`src/rtl/boreal_classifier_cfg_sequencer_pkg.sv`:
```
// boreal_pkg: shared constants and FSM encoding for the classifier config sequencer
package boreal_pkg;
  localparam int NREG = 5;
  localparam int CFG_ADDR_W = 3;
  localparam int CFG_DATA_W = 16;
  localparam logic [CFG_DATA_W-1:0] BIAS_RST = 16'hC000;
  typedef enum logic [1:0] {IDLE, WAIT_QUIET, WRITE, RELEASE} state_t;
  function automatic logic [CFG_DATA_W-1:0] reg_rst(input int i);
    return i == NREG - 1 ? BIAS_RST : '0;
  endfunction
endpackage

```
`src/rtl/boreal_classifier_cfg_sequencer_if.sv`:
```
// boreal_classifier_cfg_sequencer_if: register write bus (addr/data/strobe)
interface boreal_classifier_cfg_sequencer_if;
  import boreal_pkg::*;
  logic [CFG_ADDR_W-1:0] addr;
  logic [CFG_DATA_W-1:0] din;
  logic                  we;
  modport master(output addr, din, we);
  modport slave(input addr, din, we);
endinterface

```
`src/rtl/boreal_classifier_cfg_sequencer.sv`:
```
// boreal_classifier_cfg_sequencer: shadows host weight writes and streams them atomically into the classifier
module boreal_classifier_cfg_sequencer
  import boreal_pkg::*;
#(
  parameter int QUIET_CYCLES = 2,
  parameter int TIMEOUT      = 64,
  parameter int DROP_W       = 8
) (
  input  logic                                     clk,
  input  logic                                     rst,
  boreal_classifier_cfg_sequencer_if.slave         host,
  boreal_classifier_cfg_sequencer_if.master        cfg,
  input  logic                                     commit,
  input  logic                                     in_valid,
  input  logic                                     drop_clr,
  output logic                                     out_valid,
  output logic                                     hold,
  output logic                                     busy,
  output logic                                     done,
  output logic [DROP_W-1:0]                        drop_cnt
);
  localparam int QW = $clog2(QUIET_CYCLES + 1);
  localparam int WW = $clog2(TIMEOUT + 1);
  state_t                state, state_n;
  logic [CFG_DATA_W-1:0] shadow [NREG];
  logic [CFG_DATA_W-1:0] shadow_n [NREG];
  logic [CFG_DATA_W-1:0] staging [NREG];
  logic [CFG_ADDR_W-1:0] idx, idx_n;
  logic [QW-1:0]         quiet_cnt;
  logic [WW-1:0]         wait_cnt;
  logic                  pending, snap, go;

  assign go        = (~in_valid && quiet_cnt == QW'(QUIET_CYCLES - 1)) || wait_cnt == WW'(TIMEOUT - 1);
  assign busy      = state != IDLE;
  assign out_valid = in_valid & ~hold;

  // shadow contents after this cycle's host write, so a same-cycle commit sees it
  always_comb begin
    for (int i = 0; i < NREG; i++)
      shadow_n[i] = (host.we && host.addr == CFG_ADDR_W'(i)) ? host.din : shadow[i];
  end

  // next state, write index and snapshot request
  always_comb begin
    state_n = state;
    idx_n   = idx;
    snap    = 1'b0;
    case (state)
      IDLE: begin
        state_n = commit ? WAIT_QUIET : IDLE;
        snap    = commit;
      end
      WAIT_QUIET: begin
        state_n = go ? WRITE : WAIT_QUIET;
        idx_n   = '0;
      end
      WRITE: begin
        state_n = idx == CFG_ADDR_W'(NREG - 1) ? RELEASE : WRITE;
        idx_n   = idx + 1'b1;
      end
      RELEASE: begin
        state_n = (pending || commit) ? WAIT_QUIET : IDLE;
        snap    = pending || commit;
      end
      default: state_n = IDLE;
    endcase
  end

  // state register
  always_ff @(posedge clk or posedge rst) begin
    if (rst) begin
      state <= IDLE;
      idx   <= '0;
    end else begin
      state <= state_n;
      idx   <= idx_n;
    end
  end

  // quiet/timeout counters and merged pending commit
  always_ff @(posedge clk or posedge rst) begin
    if (rst) begin
      quiet_cnt <= '0;
      wait_cnt  <= '0;
      pending   <= 1'b0;
    end else begin
      quiet_cnt <= state == WAIT_QUIET ? (in_valid ? '0 : quiet_cnt + 1'b1) : '0;
      wait_cnt  <= state == WAIT_QUIET ? wait_cnt + 1'b1 : '0;
      pending   <= (state == WAIT_QUIET || state == WRITE) && (pending || commit);
    end
  end

  // registered classifier bus, driven from the next state so the first write lands on WRITE entry
  always_ff @(posedge clk or posedge rst) begin
    if (rst) begin
      cfg.we   <= 1'b0;
      cfg.addr <= '0;
      cfg.din  <= '0;
      hold     <= 1'b0;
      done     <= 1'b0;
    end else begin
      cfg.we   <= state_n == WRITE;
      cfg.addr <= state_n == WRITE ? idx_n : '0;
      cfg.din  <= state_n == WRITE ? staging[idx_n] : '0;
      hold     <= state_n == WRITE || state_n == RELEASE;
      done     <= state_n == RELEASE;
    end
  end

  // host shadow bank and commit snapshot
  always_ff @(posedge clk or posedge rst) begin
    if (rst) begin
      for (int i = 0; i < NREG; i++) begin
        shadow[i]  <= reg_rst(i);
        staging[i] <= reg_rst(i);
      end
    end else begin
      for (int i = 0; i < NREG; i++) begin
        shadow[i]  <= shadow_n[i];
        staging[i] <= snap ? shadow_n[i] : staging[i];
      end
    end
  end

  // saturating count of samples dropped while held; clear takes priority
  always_ff @(posedge clk or posedge rst) begin
    if (rst) drop_cnt <= '0;
    else if (drop_clr) drop_cnt <= '0;
    else if (in_valid && hold && ~&drop_cnt) drop_cnt <= drop_cnt + 1'b1;
  end
endmodule

```
`src/flat_wrapper.sv`:
```
// flat-port wrapper written by rule: the top's interface ports become plain ports
module boreal_classifier_cfg_sequencer_flat import boreal_pkg::*;
#(
  parameter int QUIET_CYCLES = 2,
  parameter int TIMEOUT      = 64,
  parameter int DROP_W       = 8
)
  (clk, rst, commit, in_valid, drop_clr, out_valid, hold, busy, done, drop_cnt, host_addr, host_din, host_we, cfg_addr, cfg_din, cfg_we);
  boreal_classifier_cfg_sequencer_if host_i ();
  boreal_classifier_cfg_sequencer_if cfg_i ();
  input  logic clk;
  input  logic rst;
  input  logic commit;
  input  logic in_valid;
  input  logic drop_clr;
  output logic out_valid;
  output logic hold;
  output logic busy;
  output logic done;
  output logic [DROP_W-1:0] drop_cnt;
  input wire logic [$bits(host_i.addr)-1:0] host_addr;
  input wire logic [$bits(host_i.din)-1:0] host_din;
  input wire logic [$bits(host_i.we)-1:0] host_we;
  output wire logic [$bits(cfg_i.addr)-1:0] cfg_addr;
  output wire logic [$bits(cfg_i.din)-1:0] cfg_din;
  output wire logic [$bits(cfg_i.we)-1:0] cfg_we;
  assign host_i.addr = host_addr;
  assign host_i.din = host_din;
  assign host_i.we = host_we;
  assign cfg_addr = cfg_i.addr;
  assign cfg_din = cfg_i.din;
  assign cfg_we = cfg_i.we;
  boreal_classifier_cfg_sequencer #(.QUIET_CYCLES(QUIET_CYCLES), .TIMEOUT(TIMEOUT), .DROP_W(DROP_W)) u_core (.clk(clk), .rst(rst), .host(host_i), .cfg(cfg_i), .commit(commit), .in_valid(in_valid), .drop_clr(drop_clr), .out_valid(out_valid), .hold(hold), .busy(busy), .done(done), .drop_cnt(drop_cnt));
endmodule
```
`config.mk`:
```
export PLATFORM = sky130hd
export DESIGN_NAME = boreal_classifier_cfg_sequencer_flat
export DESIGN_NICKNAME = d
export VERILOG_FILES = /design/src/rtl/boreal_classifier_cfg_sequencer_pkg.sv /design/src/rtl/boreal_classifier_cfg_sequencer_if.sv /design/src/rtl/boreal_classifier_cfg_sequencer.sv /design/src/flat_wrapper.sv
export SDC_FILE = /design/constraint.sdc
export NUM_CORES = 1
export LEC_CHECK = 0
export CAP_MARGIN = 5
export CORE_UTILIZATION = 47
export DETAILED_ROUTE_END_ITERATION = 8
export PLACE_DENSITY = 0.73
export SKIP_CTS_REPAIR_TIMING = 1
export SYNTH_ARGS = -nofsm -noshare
export SYNTH_HDL_FRONTEND = slang
export SYNTH_SLANG_ARGS = --single-unit
```
`constraint.sdc`:
```
create_clock -name clk -period 8.8 [get_ports clk]
set_input_delay 1.76 -clock clk [delete_from_list [all_inputs] [get_ports clk]]
set_output_delay 1.76 -clock clk [all_outputs]
set_load 0.02 [all_outputs]
```
Word level (Yosys, flattened, before mapping)

Index checks and enable logic that the tools add are counted.

Output and inout port bits: 32
Register bits after elaboration: 205
Input port bits: 25

Muxes and demuxes: 22
Equality and inequality tests: 12
Magnitude comparators: 1
Bitwise gates (word level): 4
Reductions and logical operators: 19
Add/sub/neg operators: 4

Operators with widths:

| kind                                          | count |
|---|---|
| two-way mux 16 bit                            | 8 |
| binary-select mux 16 bit (select 3 bit)       | 1 |
| two-way mux 8 bit                             | 2 |
| logical AND 1 bit                             | 9 |
| adder 8 x 1 -> 8 bit, second input constant   | 1 |
| == test 2 bit, second input constant          | 4 |
| one-hot mux 2 bit (4 select lines)            | 1 |
| AND reduction 8 bit                           | 1 |
| adder 7 x 1 -> 7 bit, second input constant   | 1 |
| == test 7 x 6 -> 1 bit, second input constant | 1 |
| two-way mux 7 bit                             | 1 |
| == test 3 x 2 -> 1 bit, second input constant | 2 |
| == test 3 bit, second input constant          | 2 |
| two-way mux 2 bit                             | 3 |
| one-hot mux 3 bit (2 select lines)            | 1 |
| == test 2 x 1 -> 1 bit, second input constant | 2 |
| >= comparator 4 bit, second input constant    | 1 |
| logical OR 1 bit                              | 4 |
| inverter 3 -> 4 bit                           | 1 |
| nonzero test 2 bit                            | 2 |
| adder 3 x 1 -> 3 bit, second input constant   | 1 |
| == test 3 x 1 -> 1 bit, second input constant | 1 |
| zero test 3 bit                               | 1 |
| two-way mux 1 bit                             | 3 |
| other kinds (7)                               | 8 |

Longest topological paths before layout

Gate-level depths: netlist of the first run.

Depth after elaboration: 7
Gate-level depth with buffers: 11

Least setup slack after synthesis of the first run

OpenSTA, ideal clock, no wires.

Path type: input-to-output
From: input in_valid
To: output out_valid
Data required time: 7.040 ns
Slack: 4.953 ns
Arrival: 2.087 ns
Cell stages on the path: 1
Path buffers: 0
Cells stage by stage: nor2b_1

Longest elaborated chain between the ends: 1

RTL lines:

| what            | line                                  | RTL |
|---|---|---|
| start, declared | flat_wrapper.sv:14                    | `input logic in_valid;` |
| AND 1 bit       | boreal_classifier_cfg_sequencer.sv:35 | `assign out_valid = in_valid & ~hold;` |
| end, declared   | flat_wrapper.sv:16                    | `output logic out_valid;` |

No other way between the ends.

Worst setup path in the final report of the first run

Same ends and word-level chain as after synthesis.

==> flow_summary.yaml, run 1 <==
power_and_ir_drop:
  pwr-share-comb: 0.258
  power_per_cell_area_nw_per_um2: 308
  peakVddDrop_mv: 0.178
  power_frac_clock: 0.287
  intPower_uw: 2190
  pwr-share-seq: 0.455
  switching_share: 0.282
  p_leak_uw: 0.00436
  power.switching_uw: 862
final_layout:
  fillers: 1373
  antennaDiodeCount: 0
  fin_util: 0.568
  final_area_sq_um: 9920
  syn_to_final_growth_pct: 16.8
  multiInputGateArea_sq_um: 3160
  nets: 710
  seq_area_sq_um: 5130
  drive_above_1_share: 0.324
synth:
  ys_warn_count: 0
  syn_nets: 656
  synthXorXnorAreaFrac: 0.00825
  synth_area_sq_um: 8490
  synth_edf_count: 0
  synthCells: 621
  avgSynthCellArea_sq_um: 13.7
  synth_compound_area_frac: 0.0595
  ys_seq_elements: 205
  synth.distinct_cells: 48
  synthArstFlopShare: 1.00
  muxShareOfSynthArea: 0.218
  synth_ff_type: "dfrtp_1"
  synth-adder-area-share: 0.0147
  synth_top_family_by_area: "multiplexers"
  ys_seq_area_frac: 0.605
  synth-simple-area-share: 0.0694
grt:
  met3_usage: 0.0354
  grt_util_met2: 0.327
  antenna_found_initial: 1
  grt_max_degree: 129
  gr-usage-met1: 0.255
  track_usage: 0.192
  grt.busiest_layer: "met2"
  first_global_vias: 5296
  grt_pass1_wl_um: 27700
  gr-total-overflow: 0
worst_setup_path:
  critical_path_required_ns: 7.04
  critical_path_class: "in -> out"
  start_kind: "primary input"
  arrival_ns: 3.04
  worstSetupEndpointType: "output port"
  r2r_end: "u_core.cfg.din[6]$_DFF_PP0_"
  reg2reg_depth: 7
  reg2reg_slack_ns: 5.92
  crit-reg2reg-launch: "u_core.state[0]$_DFF_PP0_"
  critical_path_peak_fanout: 4
timing:
  slew_viol_final: 0
  fin_ws_ns: 4.00
  setup_tns_ns: 0
  setup_viol: 0
  fin_crit_ns: 4.80
  relSlewSlack: 0.210
  tightestPinTransition_ns: 1.19
  fmaxAchievable_mhz: 208
  finalCritPeriodShare: 0.545
  hold_viol_final: 0
  rsz0062_at_grt: "no"
  clock_skew_ns: 0.0187
cts:
  cts_buffer_depth: 3
  cts_tree: "yes"
  tritoncts.num_buffers: 22
  insertion_delay_ns: 0.51
  clock-sinks: 205
  htree_levels: 1
  clkTransAtPathRegs_ns: 0.06
  cts_root_buf: "clkbuf_16"
worst_hold_path:
  hold_path.class: "reg -> reg"
  hold_start: "u_core.wait_cnt[0]$_DFF_PP0_"
  min_to: "u_core.wait_cnt[0]$_DFF_PP0_"
  holdPathStages: 1
place:
  port_buffers: 56
  hpwlAfterDp_um: 9740
  placed_cell_area_sq_um: 9230
  gp_congestion: 0.825
  dp_slack_ns: 4.00
die:
  dieWidth_um: 136
  rows: 48
  die_height_um: 136
  ioPinCount: 57
  coreArea_sq_um: 17500
  dieArea_sq_um: 18600
  initial_core_util: 0.486
drt:
  ant_nets: 0
  via_per_inst: 5.49
  drcViolationCount: 0
  first_iter_violations: 246
  vias: 5021
  dr.pass1.iters: 5
  routed_wl_um: 16800
  wl_per_cell_um: 18.4
flow_run:
  max_cap_viol_count: 0
outcome:
  outcome: "completed"
layout by cell type, fill, tap and decap left out, drive strengths merged, types with 5 or more instances in the layout:
| master | synthesis | final |
|---|---|---|
| a21oi | 23 | 23 |
| a32o | 12 | 12 |
| and2 | 6 | 6 |
| buf | 26 | 5 |
| clkbuf | 5 | 31 |
| clkdlybuf4s50 | 0 | 56 |
| dfrtp | 201 | 201 |
| ha | 10 | 10 |
| inv | 13 | 13 |
| mux2 | 160 | 160 |
| nand2 | 43 | 43 |
| nand3 | 10 | 10 |
| nor2 | 40 | 40 |
| nor3 | 7 | 7 |
| o21ai | 22 | 22 |
| xnor2 | 6 | 6 |
through the flow:
step	instances	power [uW]	hold WS [ns]
6_report	914	3050	0.466
5_1_grt	914	3230	0.486
4_1_cts	914	3080	0.471
3_5_place_dp	876	2190	0.448
3_3_place_gp	876	2130	0.420
2_1_floorplan	621	1970	0.409
critical path, cell delays in order:
cell             delay [ns]
clkdlybuf4s50_1        0.53
nor2b_1                0.15
clkdlybuf4s50_1        0.60
final cells by class:
type,count,area share
tap,225,0.0284
sequential,205,0.517
clock inverter,7,0.00769
clock buffer,31,0.0619
timing repair buffer,61,0.0603
inverter,13,0.00567
multi-input combinational,372,0.319
cell families (layout without fill, tap and decap cells):
group,Yosys count,count (layout)
buffers and inverters,44,112
AOI/OAI and AO/OA,71,71
and+or+nand+nor,122,122
adders and majority gates,10,10
muxes,161,161
DFF,205,205
xor gates and xnor gates,8,8
power by group through the flow:
stage | registers (uW) | clock network [uW] | logic [uW]
finish | 1390 | 876 | 788
CTS | 1390 | 896 | 798
detailed placement | 1400 | 0 | 791
global placement | 1380 | 0 | 751
floorplan | 1390 | 0 | 574
global route | 1420 | 937 | 864
cell usage after synthesis, types with 3 or more instances:
cell	n	area (sq um)
dfstp_2	4	105
a32o_1	3	30.0
inv_1	12	45.0
nor2_1	38	143
or3_1	3	18.8
buf_2	17	85.1
a22o_1	4	35.0
a32oi_1	4	35.0
nor3_1	5	25.0
clkbuf_1	5	18.8
o21ai_1	4	20.0
nand3_1	9	45.0
nand2b_1	3	18.8
nand2_1	43	161
ha_1	10	125
mux2_4	10	150
xnor2_1	6	52.6
mux2_1	3	33.8
mux2_2	147	1660
buf_4	5	37.5
dfrtp_1	201	5030
a32o_2	9	101
a21oi_1	23	115
and2_1	6	37.5
o21ai_0	18	90.1
sequential cells by signal (all words and copies together), names as in the netlist:
| register | cells |
|---|---|
| u_core.done | 1 |
| u_core.wait_cnt | 7 |
| u_core.pending | 1 |
| u_core.quiet_cnt | 2 |
| u_core.idx | 3 |
| u_core.staging | 80 |
| u_core.cfg.addr | 3 |
| u_core.drop_cnt | 8 |
| u_core.cfg.din | 16 |
| u_core.cfg.we | 1 |
| u_core.shadow | 80 |
| u_core.hold | 1 |
| u_core.state | 2 |
worst max path at each step:
stage          startpoint                      endpoint  slack (ns)  depth (start not counted)
6_report         in_valid                     out_valid        4.00                          3
5_1_grt          in_valid                     out_valid        3.96                          3
4_1_cts          in_valid                     out_valid        4.00                          3
3_5_place_dp     in_valid                     out_valid        4.00                          3
3_3_place_gp     in_valid                     out_valid        4.01                          3
2_1_floorplan         rst  u_core.cfg.addr[0]$_DFF_PP0_        1.45                          1
layer usage:
metal  wire [um]  up-vias
met1        7490     2619
li1            -     2277
met2        8220      106
met4         298        0
met3         800       19
met5           0        -
(Power assumes the default switching activity.)
==> inputs of run 2 (changes only) <==
==> constraint.sdc (replaced) <==
create_clock -name clk -period 4.5 [get_ports clk]
set_input_delay 0.9 -clock clk [delete_from_list [all_inputs] [get_ports clk]]
set_output_delay 0.9 -clock clk [all_outputs]
set_load 0.02 [all_outputs]
==> flow_summary.yaml, run 2 (synthesis gave the netlist of run 1 again) <==
worst_setup_path:
  arrival_ns: 2.17
  worstSetupEndpointType: "output port"
  critical_path_class: "in -> out"
  critPathSlowestCell: "clkdlybuf4s50_1"
  start_kind: "primary input"
  crit-reg2reg-launch: "u_core.state[0]$_DFF_PP0_"
  path_cells: "clkdlybuf4s50_1 -> nor2b_1 -> clkdlybuf4s50_1"
  crit_top_cell: "clkdlybuf4s50_1"
  critical_path_peak_fanout: 4
  max_stage_delay_ns: 0.60
  critical_path_required_ns: 3.60
  cp-startpoint: "in_valid"
final_layout:
  syn_to_final_growth_pct: 19.8
  seq_area_sq_um: 5130
  drive_above_1_share: 0.340
  layout_common_cells: "201 x dfrtp_1, 147 x mux2_2, 56 x clkdlybuf4s50_1"
  nets: 717
  fillers: 1346
  final_common_cell: "dfrtp_1"
  reg_top3: "u_core.shadow x80, u_core.staging x80, u_core.cfg.din x16"
  antennaDiodeCount: 0
  multiInputGateArea_sq_um: 3150
die:
  initial_core_util: 0.486
  rows: 48
  dieWidth_um: 136
  coreArea_sq_um: 17500
  ioPinCount: 57
  dieArea_sq_um: 18600
  die_height_um: 136
drt:
  via_per_inst: 5.42
  dr.pass1.iters: 4
  routed_wl_um: 17100
  wl_per_cell_um: 18.5
  vias: 5000
  ant_nets: 0
  drcViolationCount: 0
  first_iter_violations: 236
power_and_ir_drop:
  switching_share: 0.273
  power.switching_uw: 1730
  power_per_cell_area_nw_per_um2: 623
  pwr-share-comb: 0.243
  peakVddDrop_mv: 0.366
  finalPower_uw: 6340
  p_leak_uw: 0.00450
  power_frac_clock: 0.325
  intPower_uw: 4610
  pwr-share-seq: 0.432
flow_run:
  max_cap_viol_count: 0
grt:
  gr-total-overflow: 0
  first_global_vias: 5355
  grt_pass1_wl_um: 28100
  track_usage: 0.195
  antenna_found_initial: 0
  grt_max_degree: 81
timing:
  fmaxAchievable_mhz: 326
  slew_viol_final: 0
  fin_hold_ws_ns: 0.448
  clock_skew_ns: 0.0243
  setup_viol: 0
  relSlewSlack: 0.432
  setup_tns_ns: 0
  finalCritPeriodShare: 0.682
  rsz0062_at_grt: "no"
  hold_viol_final: 0
  fin_crit_ns: 3.07
  tightestPinTransition_ns: 0.851
cts:
  insertion_delay_ns: 0.52
  htree_levels: 1
  cts_root_buf: "clkbuf_16"
  cts_buffer_depth: 3
  clkTransAtPathRegs_ns: 0.06
  cts_tree: "yes"
  tritoncts.num_buffers: 22
  clock-sinks: 205
place:
  gp_congestion: 0.772
  port_buffers: 56
  hpwlAfterDp_um: 10200
worst_hold_path:
  hold_start: "u_core.quiet_cnt[0]$_DFF_PP0_"
  hold_path.class: "reg -> reg"
outcome:
  outcome: "completed"
==> run 2: cell count changes in the layout (fill, tap and decap cells not counted) <==
cell	before	now
buf_12	0	4
buf_4	5	8
bufinv_16	1	6
clkbuf_1	6	1
clkbuf_8	3	5
clkinv_2	3	4
clkinv_4	0	1
clkinvlp_4	2	1
inv_8	1	0
o21ai_2	0	1
o21ai_4	1	0
==> run 2: metrics by stage <==
| step | setup WS (ns) | area (sq um) | std cells | util |
|---|---|---|---|---|
| floorplan | 0.945 | 8500 | 621 | - |
| global placement | 1.41 | 9300 | 882 | 0.532 |
| detailed placement | 1.38 | 9300 | 882 | 0.532 |
| CTS | 1.43 | 10200 | 922 | 0.581 |
| global route | 1.42 | 10200 | 923 | 0.582 |
| finish | 1.43 | 10200 | 923 | 0.582 |
==> run 2: final timing paths <==
check                           slack [ns]  cells after the start                             to
min in group asynchronous             0.71                      2   u_core.cfg.addr[0]$_DFF_PP0_
worst min register to register        0.45                      1  u_core.quiet_cnt[0]$_DFF_PP0_
worst min-delay path                  0.45                      1  u_core.quiet_cnt[0]$_DFF_PP0_
worst max register to register        1.85                      7   u_core.cfg.din[13]$_DFF_PP0_
worst max-delay path                  1.43                      3                      out_valid
max in group asynchronous             2.90                      4    u_core.shadow[15]$_DFF_PP1_
==> run 2: critical path: cells and delay by family <==
kind                   cells  cell delay [ns]
buffers and inverters      2             1.12
and+or+nand+nor            1             0.14
==> run 2: area by class of cell <==
cell class | instances | area share
tap | 225 | 0.0277
clock buffer | 28 | 0.0613
inverter | 13 | 0.00517
multi-input combinational | 372 | 0.310
clock inverter | 12 | 0.0221
sequential | 205 | 0.505
timing repair buffer | 68 | 0.0689
==> run 2: power by group through the flow <==
| stage | logic (uW) | clock network (uW) | registers, uW |
|---|---|---|---|
| detailed placement | 1540 | 0 | 2760 |
| global placement | 1470 | 0 | 2720 |
| finish | 1540 | 2060 | 2730 |
| floorplan | 1120 | 0 | 2720 |
| CTS | 1560 | 2090 | 2730 |
| global route | 1690 | 2160 | 2800 |
==> run 2: per-layer routing <==
layer | up-vias | share of wire | track usage
li1 | 2292 | - | -
met1 | 2587 | 0.46 | 0.269
met2 | 92 | 0.49 | 0.322
met3 | 29 | 0.033 | 0.0309
met4 | 0 | 0.020 | 0.0494
met5 | - | 0 | 0
==> inputs of run 3 (changes only) <==
--- a/config.mk
+++ b/config.mk
@@ -8,7 +8,7 @@
 export CAP_MARGIN = 5
 export CORE_UTILIZATION = 47
 export DETAILED_ROUTE_END_ITERATION = 8
-export PLACE_DENSITY = 0.73
+export PLACE_DENSITY = 0.75
 export SKIP_CTS_REPAIR_TIMING = 1
 export SYNTH_ARGS = -nofsm -noshare
 export SYNTH_HDL_FRONTEND = slang
==> constraint.sdc (replaced) <==
create_clock -name clk -period 2.75 [get_ports clk]
set_input_delay 0.55 -clock clk [delete_from_list [all_inputs] [get_ports clk]]
set_output_delay 0.55 -clock clk [all_outputs]
set_load 0.02 [all_outputs]
==> flow_summary.yaml, run 3 (synthesis gave the netlist of run 1 again) <==
worst_setup_path:
  critPathSlowestCell: "clkdlybuf4s50_1"
  start_kind: "flip-flop"
  crit_top_cell: "inv_1"
  path_delay_family: "buffers and inverters"
  arrival_ns: 1.87
  worstSetupEndpointType: "output port"
  critical_path_peak_fanout: 3
  crit-reg2reg-launch: "u_core.state[0]$_DFF_PP0_"
  cp-startpoint: "u_core.state[0]$_DFF_PP0_"
  path_cells: "inv_1 -> ha_1 -> inv_1 -> clkdlybuf4s50_1"
  max_stage_delay_ns: 0.60
  worst-path-buf-inv: 3
  critical_path_class: "reg -> out"
  critical_path_required_ns: 2.20
final_layout:
  drive_above_1_share: 0.342
  nets: 726
  final_common_cell: "dfrtp_1"
  reg_top3: "u_core.shadow x80, u_core.staging x80, u_core.cfg.din x16"
  syn_to_final_growth_pct: 20.2
  layout_common_cells: "201 x dfrtp_1, 147 x mux2_2, 56 x clkdlybuf4s50_1"
  fin_util: 0.584
  instances_no_fill: 932
  antennaDiodeCount: 0
  final_area_sq_um: 10200
cts:
  htree_levels: 1
  cts_root_buf: "clkbuf_16"
  cts_buffer_depth: 3
  insertion_delay_ns: 0.49
  tritoncts.num_buffers: 22
  clkTransAtPathRegs_ns: 0.06
  clock-sinks: 205
  cts_tree: "yes"
place:
  hpwlAfterDp_um: 10700
  place_inst: 892
  port_buffers: 56
  placed_cell_area_sq_um: 9490
  gp_congestion: 0.735
grt:
  track_usage: 0.195
  gr-total-overflow: 0
  grt_max_degree: 74
  grt_pass1_wl_um: 28100
  antenna_found_initial: 0
  first_global_vias: 5371
die:
  die_height_um: 136
  ioPinCount: 57
  coreArea_sq_um: 17500
  dieWidth_um: 136
  initial_core_util: 0.486
  dieArea_sq_um: 18600
  rows: 48
drt:
  ant_nets: 0
  via_per_inst: 5.50
  routed_wl_um: 17000
  wl_per_cell_um: 18.3
  first_iter_violations: 203
  dr.pass1.iters: 5
  drcViolationCount: 0
  vias: 5123
flow_run:
  max_cap_viol_count: 0
power_and_ir_drop:
  power.switching_uw: 2780
  power_frac_clock: 0.288
  pwr-share-comb: 0.266
  peakVddDrop_mv: 0.607
  power_per_cell_area_nw_per_um2: 976
  intPower_uw: 7190
  switching_share: 0.279
  p_leak_uw: 0.00450
  pwr-share-seq: 0.447
timing:
  rsz0062_at_grt: "no"
  tightestPinTransition_ns: 0.534
  setup_tns_ns: 0
  clock_skew_ns: 0.00538
  relSlewSlack: 0.644
  slew_viol_final: 0
  hold_viol_final: 0
  fmaxAchievable_mhz: 414
  setup_viol: 0
  fin_hold_ws_ns: 0.412
  finalCritPeriodShare: 0.878
  fin_crit_ns: 2.42
outcome:
  outcome: "completed"
worst_hold_path:
  hold_path.class: "in -> async"
## run 3: worst register-to-register path: stages, from the launching register on
cell      delay [ns]
dfrtp_1         0.40
inv_1           0.10
ha_1            0.53
nand2b_1        0.15
and2_1          0.21
inv_2           0.16
buf_12          0.21
nor2_1          0.11
o21ai_0         0.09
a32o_2          0.29
## run 3: path summary, 6_finish.rpt
kind	end	slack (ns)	cells after the start
max in group asynchronous	u_core.staging[15]$_DFFE_PP1P_	1.62	3
max reg2reg	u_core.cfg.din[13]$_DFF_PP0_	0.37	9
max	busy	0.33	4
min	u_core.cfg.din[12]$_DFF_PP0_	0.41	2
min in group clk	u_core.quiet_cnt[0]$_DFF_PP0_	0.45	1
min reg2reg	u_core.quiet_cnt[0]$_DFF_PP0_	0.45	1
## run 3: power groups by stage
stage	combinational, uW	clock [uW]	sequential, uW
2_1_floorplan	1840	0	4460
3_3_place_gp	2530	0	4430
3_5_place_dp	2660	0	4490
4_1_cts	2680	2940	4450
5_1_grt	2880	3080	4560
6_report	2650	2870	4450
## run 3: final cells by class
cell class | instances | area [sq um]
multi-input cells | 372 | 3150
clock buffers | 32 | 649
flip-flops and latches | 205 | 5130
inverters | 13 | 52.6
well taps | 225 | 282
clock inverters | 8 | 70.1
fillers | 1340 | 7270
repair buffers | 77 | 868
## run 3: per-stage QoR
step                worst slack (ns)  power (uW)
floorplan                     -0.455        6300
global placement               0.202        6960
detailed placement             0.164        7150
CTS                            0.324       10100
global route                   0.206       10500
finish                         0.335        9970
## run 3: layer usage
layer  wire length, um  share of wire  up-vias  GRT usage
li1                  -              -     2317          -
met1              7680           0.45     2662      0.268
met2              8290           0.49      114      0.322
met3               736          0.043       30     0.0317
met4               307          0.018        0     0.0463
met5                 0              0        -          0
